===== src/rtl/m_mem_arbiter_pkg.sv =====
// Shared definitions for the two-port memory arbiter: state encoding, port IDs,
// downstream memory widths and a small pending-request helper.
package m_mem_arbiter_pkg;

  localparam int DATA_W = 32;
  localparam int WEN_W  = 4;

  localparam logic PORT_D = 1'b0;
  localparam logic PORT_I = 1'b1;

  typedef enum logic [1:0] {
    IDLE  = 2'b00,
    BUSY0 = 2'b01,
    BUSY1 = 2'b10
  } arb_state_e;

  function automatic logic is_pending(input logic ren, input logic [WEN_W-1:0] wen);
    return ren | (|wen);
  endfunction

endpackage


===== src/rtl/m_mem_arbiter_if.sv =====
// Bundle of the two requester ports and the downstream cached-memory port.
interface m_mem_arbiter_if
  import m_mem_arbiter_pkg::*;
#(
  parameter int ADDR_W = 32
);

  logic              i_p0_ren;
  logic [WEN_W-1:0]  i_p0_wen;
  logic [ADDR_W-1:0] i_p0_addr;
  logic [DATA_W-1:0] i_p0_data;
  logic [DATA_W-1:0] o_p0_data;
  logic              o_p0_stall;

  logic              i_p1_ren;
  logic [WEN_W-1:0]  i_p1_wen;
  logic [ADDR_W-1:0] i_p1_addr;
  logic [DATA_W-1:0] i_p1_data;
  logic [DATA_W-1:0] o_p1_data;
  logic              o_p1_stall;

  logic              o_m_ren;
  logic [WEN_W-1:0]  o_m_wen;
  logic [ADDR_W-1:0] o_m_addr;
  logic [DATA_W-1:0] o_m_data;
  logic [DATA_W-1:0] i_m_data;
  logic              i_m_stall;

  modport slave (
    input  i_p0_ren, i_p0_wen, i_p0_addr, i_p0_data,
    output o_p0_data, o_p0_stall,
    input  i_p1_ren, i_p1_wen, i_p1_addr, i_p1_data,
    output o_p1_data, o_p1_stall,
    output o_m_ren, o_m_wen, o_m_addr, o_m_data,
    input  i_m_data, i_m_stall
  );

  modport master (
    output i_p0_ren, i_p0_wen, i_p0_addr, i_p0_data,
    input  o_p0_data, o_p0_stall,
    output i_p1_ren, i_p1_wen, i_p1_addr, i_p1_data,
    input  o_p1_data, o_p1_stall,
    input  o_m_ren, o_m_wen, o_m_addr, o_m_data,
    output i_m_data, i_m_stall
  );

endinterface


===== src/rtl/m_mem_arbiter.sv =====
// Two-port (data/fetch) arbiter in front of a single stalling cached memory.
// One request outstanding at a time; ties alternate; back-to-back issue on completion.
module m_mem_arbiter
  import m_mem_arbiter_pkg::*;
#(
  parameter int ADDR_W   = 32,
  parameter int P0_FIRST = 1
) (
  input logic           i_clk,
  input logic           rst,
  m_mem_arbiter_if.slave bus
);

  localparam logic LAST_RST = (P0_FIRST != 0) ? PORT_I : PORT_D;

  arb_state_e        state_r;
  arb_state_e        state_nxt_s;
  logic              last_r;
  logic [ADDR_W-1:0] addr_r;
  logic [DATA_W-1:0] data_r;
  logic [WEN_W-1:0]  wen_r;
  logic [DATA_W-1:0] hold0_r;
  logic [DATA_W-1:0] hold1_r;

  logic              pend0_s;
  logic              pend1_s;
  logic              issue_s;
  logic              grant_s;
  logic              done0_s;
  logic              done1_s;
  logic              rd_done_s;
  logic              g_ren_s;
  logic [WEN_W-1:0]  g_wen_s;
  logic [ADDR_W-1:0] g_addr_s;
  logic [DATA_W-1:0] g_data_s;

  // Arbitration: decide issue/grant/completion and the next state.
  always_comb begin
    pend0_s     = is_pending(bus.i_p0_ren, bus.i_p0_wen);
    pend1_s     = is_pending(bus.i_p1_ren, bus.i_p1_wen);
    issue_s     = 1'b0;
    grant_s     = PORT_D;
    done0_s     = 1'b0;
    done1_s     = 1'b0;
    state_nxt_s = state_r;
    if (rst) begin
      state_nxt_s = IDLE;
    end else if (!bus.i_m_stall) begin
      case (state_r)
        IDLE: begin
          if (pend0_s && pend1_s) begin
            issue_s = 1'b1;
            grant_s = ~last_r;
          end else if (pend0_s) begin
            issue_s = 1'b1;
            grant_s = PORT_D;
          end else if (pend1_s) begin
            issue_s = 1'b1;
            grant_s = PORT_I;
          end else begin
            issue_s = 1'b0;
          end
        end
        // The completing port's held request is finished; only the other may issue.
        BUSY0: begin
          done0_s = 1'b1;
          if (pend1_s) begin
            issue_s = 1'b1;
            grant_s = PORT_I;
          end else begin
            issue_s = 1'b0;
          end
        end
        BUSY1: begin
          done1_s = 1'b1;
          if (pend0_s) begin
            issue_s = 1'b1;
            grant_s = PORT_D;
          end else begin
            issue_s = 1'b0;
          end
        end
        default: begin
          issue_s = 1'b0;
        end
      endcase
      if (issue_s) begin
        state_nxt_s = (grant_s == PORT_D) ? BUSY0 : BUSY1;
      end else if (done0_s || done1_s) begin
        state_nxt_s = IDLE;
      end else begin
        state_nxt_s = state_r;
      end
    end else begin
      state_nxt_s = state_r;
    end
  end

  // Granted-port request mux and downstream/port output drive.
  always_comb begin
    if (grant_s == PORT_I) begin
      g_ren_s  = bus.i_p1_ren;
      g_wen_s  = bus.i_p1_wen;
      g_addr_s = bus.i_p1_addr;
      g_data_s = bus.i_p1_data;
    end else begin
      g_ren_s  = bus.i_p0_ren;
      g_wen_s  = bus.i_p0_wen;
      g_addr_s = bus.i_p0_addr;
      g_data_s = bus.i_p0_data;
    end
    rd_done_s = (wen_r == 4'b0000);
    if (issue_s) begin
      bus.o_m_ren  = g_ren_s & (g_wen_s == 4'b0000);
      bus.o_m_wen  = g_wen_s;
      bus.o_m_addr = g_addr_s;
      bus.o_m_data = g_data_s;
    end else begin
      bus.o_m_ren  = 1'b0;
      bus.o_m_wen  = 4'b0000;
      bus.o_m_addr = addr_r;
      bus.o_m_data = data_r;
    end
    bus.o_p0_stall = pend0_s & ~done0_s;
    bus.o_p1_stall = pend1_s & ~done1_s;
    // Hold registers may still be stale in the first reset cycle, so force zero.
    if (rst) begin
      bus.o_p0_data = 32'h0000_0000;
      bus.o_p1_data = 32'h0000_0000;
    end else begin
      bus.o_p0_data = (done0_s && rd_done_s) ? bus.i_m_data : hold0_r;
      bus.o_p1_data = (done1_s && rd_done_s) ? bus.i_m_data : hold1_r;
    end
  end

  // State, tie-break memory, issued-request and read-result registers.
  always_ff @(posedge i_clk) begin
    if (rst) begin
      state_r <= IDLE;
      last_r  <= LAST_RST;
      addr_r  <= {ADDR_W{1'b0}};
      data_r  <= 32'h0000_0000;
      wen_r   <= 4'b0000;
      hold0_r <= 32'h0000_0000;
      hold1_r <= 32'h0000_0000;
    end else begin
      state_r <= state_nxt_s;
      if (issue_s) begin
        last_r <= grant_s;
        addr_r <= g_addr_s;
        data_r <= g_data_s;
        wen_r  <= g_wen_s;
      end
      if (done0_s && rd_done_s) begin
        hold0_r <= bus.i_m_data;
      end
      if (done1_s && rd_done_s) begin
        hold1_r <= bus.i_m_data;
      end
    end
  end

endmodule


===== src/flat_wrapper.sv =====
// flat-port wrapper written by rule: the top's interface ports become plain ports
module m_mem_arbiter_flat import m_mem_arbiter_pkg::*;
#(
  parameter int ADDR_W   = 32,
  parameter int P0_FIRST = 1
)
  (i_clk, rst, bus_i_p0_ren, bus_i_p0_wen, bus_i_p0_addr, bus_i_p0_data, bus_o_p0_data, bus_o_p0_stall, bus_i_p1_ren, bus_i_p1_wen, bus_i_p1_addr, bus_i_p1_data, bus_o_p1_data, bus_o_p1_stall, bus_o_m_ren, bus_o_m_wen, bus_o_m_addr, bus_o_m_data, bus_i_m_data, bus_i_m_stall);
  m_mem_arbiter_if #(.ADDR_W(ADDR_W)) bus_i ();
  input logic i_clk;
  input logic rst;
  input wire logic [$bits(bus_i.i_p0_ren)-1:0] bus_i_p0_ren;
  input wire logic [$bits(bus_i.i_p0_wen)-1:0] bus_i_p0_wen;
  input wire logic [$bits(bus_i.i_p0_addr)-1:0] bus_i_p0_addr;
  input wire logic [$bits(bus_i.i_p0_data)-1:0] bus_i_p0_data;
  output wire logic [$bits(bus_i.o_p0_data)-1:0] bus_o_p0_data;
  output wire logic [$bits(bus_i.o_p0_stall)-1:0] bus_o_p0_stall;
  input wire logic [$bits(bus_i.i_p1_ren)-1:0] bus_i_p1_ren;
  input wire logic [$bits(bus_i.i_p1_wen)-1:0] bus_i_p1_wen;
  input wire logic [$bits(bus_i.i_p1_addr)-1:0] bus_i_p1_addr;
  input wire logic [$bits(bus_i.i_p1_data)-1:0] bus_i_p1_data;
  output wire logic [$bits(bus_i.o_p1_data)-1:0] bus_o_p1_data;
  output wire logic [$bits(bus_i.o_p1_stall)-1:0] bus_o_p1_stall;
  output wire logic [$bits(bus_i.o_m_ren)-1:0] bus_o_m_ren;
  output wire logic [$bits(bus_i.o_m_wen)-1:0] bus_o_m_wen;
  output wire logic [$bits(bus_i.o_m_addr)-1:0] bus_o_m_addr;
  output wire logic [$bits(bus_i.o_m_data)-1:0] bus_o_m_data;
  input wire logic [$bits(bus_i.i_m_data)-1:0] bus_i_m_data;
  input wire logic [$bits(bus_i.i_m_stall)-1:0] bus_i_m_stall;
  assign bus_i.i_p0_ren = bus_i_p0_ren;
  assign bus_i.i_p0_wen = bus_i_p0_wen;
  assign bus_i.i_p0_addr = bus_i_p0_addr;
  assign bus_i.i_p0_data = bus_i_p0_data;
  assign bus_o_p0_data = bus_i.o_p0_data;
  assign bus_o_p0_stall = bus_i.o_p0_stall;
  assign bus_i.i_p1_ren = bus_i_p1_ren;
  assign bus_i.i_p1_wen = bus_i_p1_wen;
  assign bus_i.i_p1_addr = bus_i_p1_addr;
  assign bus_i.i_p1_data = bus_i_p1_data;
  assign bus_o_p1_data = bus_i.o_p1_data;
  assign bus_o_p1_stall = bus_i.o_p1_stall;
  assign bus_o_m_ren = bus_i.o_m_ren;
  assign bus_o_m_wen = bus_i.o_m_wen;
  assign bus_o_m_addr = bus_i.o_m_addr;
  assign bus_o_m_data = bus_i.o_m_data;
  assign bus_i.i_m_data = bus_i_m_data;
  assign bus_i.i_m_stall = bus_i_m_stall;
  m_mem_arbiter #(.ADDR_W(ADDR_W), .P0_FIRST(P0_FIRST)) u_core (.i_clk(i_clk), .rst(rst), .bus(bus_i));
endmodule

===== config.mk =====
export PLATFORM = sky130hd
export DESIGN_NAME = m_mem_arbiter_flat
export DESIGN_NICKNAME = d
export VERILOG_FILES = /design/src/rtl/m_mem_arbiter_pkg.sv /design/src/rtl/m_mem_arbiter_if.sv /design/src/rtl/m_mem_arbiter.sv /design/src/flat_wrapper.sv
export SDC_FILE = /design/constraint.sdc
export NUM_CORES = 1
export LEC_CHECK = 0
export BUFFER_PORTS_ARGS = -buffer_cell sky130_fd_sc_hd__buf_2
export CORE_ASPECT_RATIO = 0.8
export CORE_MARGIN = 2
export CORE_UTILIZATION = 45
export DETAILED_ROUTE_END_ITERATION = 12
export PLACE_DENSITY = 0.87
export SLEW_MARGIN = 20
export SYNTH_ARGS = -nofsm -noshare
export SYNTH_HDL_FRONTEND = slang
export SYNTH_SLANG_ARGS = --single-unit

===== constraint.sdc =====
create_clock -name i_clk -period 2.7 [get_ports i_clk]
set_clock_uncertainty 0.2 [all_clocks]
set_input_delay 0.135 -clock i_clk [delete_from_list [all_inputs] [get_ports i_clk]]
set_output_delay 0.135 -clock i_clk [all_outputs]
set_load 0.01 [all_outputs]

==> summary.md <==
| Metric | Value |
|---|---|
| Largest stage delay on the critical path | `0.44 ns` |
| Area Growth Syn to Fin | `68.8%` |
| Commonest non-fill, non-tap cell in the layout | `buf_2` |
| Row count | `38` |
| First-pass GRT wire length | `42,300 um` |
| Synthesized net count | `962` |
| Initial antenna violation count | `1` |
| Worst-path maximum fanout | `34` |
| Asr flop ratio synth | `0` |
| IO Pins | `308` |
| Post-DR vias/cell | `6.05` |
| Sink Count | `135` |
| Final hold vios | `0` |
| PD cells | `713 nW/um^2` |
| Leak | `4.63 nW` |
| Starting Density | `0.464` |
| Part of the cycle the worst path needs | `1.03` |
| Max_cap viols | `0` |
| Sequential area share after synthesis | `0.427` |
| All-Layer GR Usage | `0.360` |
| Pre-Repair DR Iteration Count | `6` |
| Hpwl dp | `13,200 um` |
| DIE AREA | `15,000 sq um` |
| Final instance area | `10,700 sq um` |
| CP Class | `flip-flop to output port` |
| CP delay by family, top | `compound AO/OA/AOI/OAI gates` |
| Layout Cells excl Fill | `1,441` |
| Startpoint class of the critical path | `flip-flop` |
| Vias in the first global route | `8,406` |
| Core Area | `13,600 sq um` |
| Outcome | `finished with violations` |
| Critical Path RT | `2.37 ns` |
| Clk root buf | `clkbuf_16` |
| Max Clock Freq | `361 MHz` |
| Most frequent cells in the layout | `304 x buf_2, 192 x nand2_1, 169 x dlygate4sd3_1` |
| CTS tree | `done` |
| Die extent in y | `110 um` |
| Fin worst setup slack | `-0.0676 ns` |
| Hold Crit Class | `primary input to flip-flop` |
| Longest Clk Path Bufs | `2` |
| Clock transition at path regs | `0.06 ns` |
| Mean post-synth cell area | `8.07 sq um` |
| EDFF count, synth | `0` |
| Layout cells sized above 1 | `0.348` |
| Remaining DRCs | `0` |
| Actual slew at the worst max-slew pin | `0.806 ns` |
| CP Buf/Inv Count | `3` |
| Total wire length | `29,800 um` |
| Clk_lat worst skew | `0.42 ns` |
| Total number of vias | `8,724` |
| Avg WL per Cell | `20.6 um` |
| Pins Over Slew Limit | `0` |
| FF+latch count, synth | `135` |
| Post-Syn Instances | `785` |
| Routed Antenna Nets | `0` |
| Failing checks | `negative setup slack` |
| Synth warn | `0` |
| Slew headroom | `0.462` |
| Post-synth top flop | `dfxtp_1` |
| Largest net degree at the start of global routing | `87` |
| RSZ-0062 raised after global routing | `true` |
| Cell Area, Placed | `7950 sq um` |
| Nets | `1,424` |
| Synthesized cell area | `6330 sq um` |
| Routability Congestion | `0.795` |
| Arrival @ worst endpoint | `2.43 ns` |
| Max H-tree Level | `4` |
| VDD IR-drop max | `0.501 mV` |
| Iteration-0 DRC Markers | `962` |
| Setup TNS Final | `-0.107 ns` |
| Final setup viols | `4` |
| DP Cell Count | `1,224` |
| Overall die width | `137 um` |
| Slowest CP cell | `a211o_4` |
| Grt ovf | `0` |
| Post-Route Utilization | `0.783` |
| Num CTS Buffers | `17` |
| Design Power | `7.62 mW` |
| Nature of the critical path endpoint | `output port` |
| Period minus WS final | `2.77 ns` |
| Netlist cell types | `33` |
| Port Buffers | `307` |
| Crit-path cells | `ha_1 -> inv_2 -> o221ai_2 -> a211o_4 -> buf_16 -> o21ai_1 -> buf_2` |
[worst paths after layout]
kind	startpoint	to	slack, ns	cells after the start
worst max register to register	u_core.state_r[0]$_SDFFE_PP0P_	u_core.wen_r[0]$_SDFFE_PP0P_	0	8
worst max-delay path	u_core.state_r[0]$_SDFFE_PP0P_	bus_o_m_data[13]	-0.07	7
worst min register to register	u_core.hold1_r[23]$_DFF_P_	u_core.hold1_r[23]$_DFF_P_	0.26	2
worst min-delay path	bus_i_m_stall	u_core.state_r[0]$_SDFFE_PP0P_	0.06	4
[synth_stat cells (5+ instances only)]
cell type | number | share of area
a21oi_1 | 73 | 0.058
buf_2 | 8 | 0.0063
buf_4 | 6 | 0.0071
buf_6 | 17 | 0.030
clkbuf_1 | 38 | 0.023
dfxtp_1 | 135 | 0.43
inv_1 | 7 | 0.0041
nand2_1 | 192 | 0.11
nand2b_1 | 66 | 0.065
nand3_1 | 5 | 0.0040
nor2_1 | 9 | 0.0053
o21ai_0 | 47 | 0.037
o21ai_1 | 23 | 0.018
o22ai_1 | 98 | 0.097
o22ai_2 | 30 | 0.059
[sequential cells by signal, indices dropped and copies added, names as in the netlist]
register,count
u_core.state_r,2
u_core.addr_r,32
u_core.wen_r,4
u_core.hold1_r,32
u_core.data_r,32
u_core.hold0_r,32
u_core.last_r,1
[power breakdown]
group | switching, mW | leakage [nW] | internal (mW)
Clock | 0.977 | 0.308 | 1.57
Sequential | 0.124 | 1.10 | 2.18
Combinational | 1.49 | 3.23 | 1.28
[layer usage]
metal  vias to the layer above  part of all wire  wire length, um  track usage
li1                       3693                 -                -            -
met1                      3973              0.35            10500        0.393
met2                       837              0.47            14000        0.606
met3                       221              0.11             3230        0.103
met4                         0             0.069             2040        0.254
met5                         -                 0                0            0
[kinds of logic after synthesis]
kind of cell / count (synthesis) / synth area share
AO/OA/AOI/OAI: 289 / 0.296
adder cells (fa/ha/maj): 4 / 0.00790
buffers and inverters: 78 / 0.0719
AND/OR/NAND/NOR: 279 / 0.198
flip-flops: 135 / 0.427
[per-stage QoR]
stage	hold slack [ns]	worst slack, ns
after floorplan	0.144	0.540
after global placement	0.206	0.206
after detailed placement	0.212	0.160
after CTS	0.00799	0.0192
after global routing	0.0335	-0.0795
final	0.0635	-0.0676
[cell type report]
cell class              instances  area, sq um
repair buffers                512         3740
multi-input cells             574         3340
fillers                       767         2960
flip-flops and latches        135         2710
clock buffers                  17          425
well taps                     180          225
clock inverters                15          216
inverters                       7         31.3
diodes                          1         2.50
[worst register-to-register path: stages, from the launching register on]
cell	delay, ns
dfxtp_4	0.37
ha_1	0.26
inv_2	0.12
o221ai_2	0.15
a211o_2	0.46
buf_12	0.19
a21oi_2	0.20
dlygate4sd3_1	0.61
a21o_1	0.09
[what timing repair did]
| item | 4_1_cts | 5_1_grt |
|---|---|---|
| endpoints found under the setup margin | 66 | 121 |
| gates cloned | 3 | 5 |
| buffers inserted | 4 | 4 |
| hold buffers | 169 | 0 |
| pin swaps | 3 | 7 |
| gates resized for setup | 11 | 52 |
| endpoints found under the hold margin | 133 | 0 |
(Power assumes the default switching activity.)
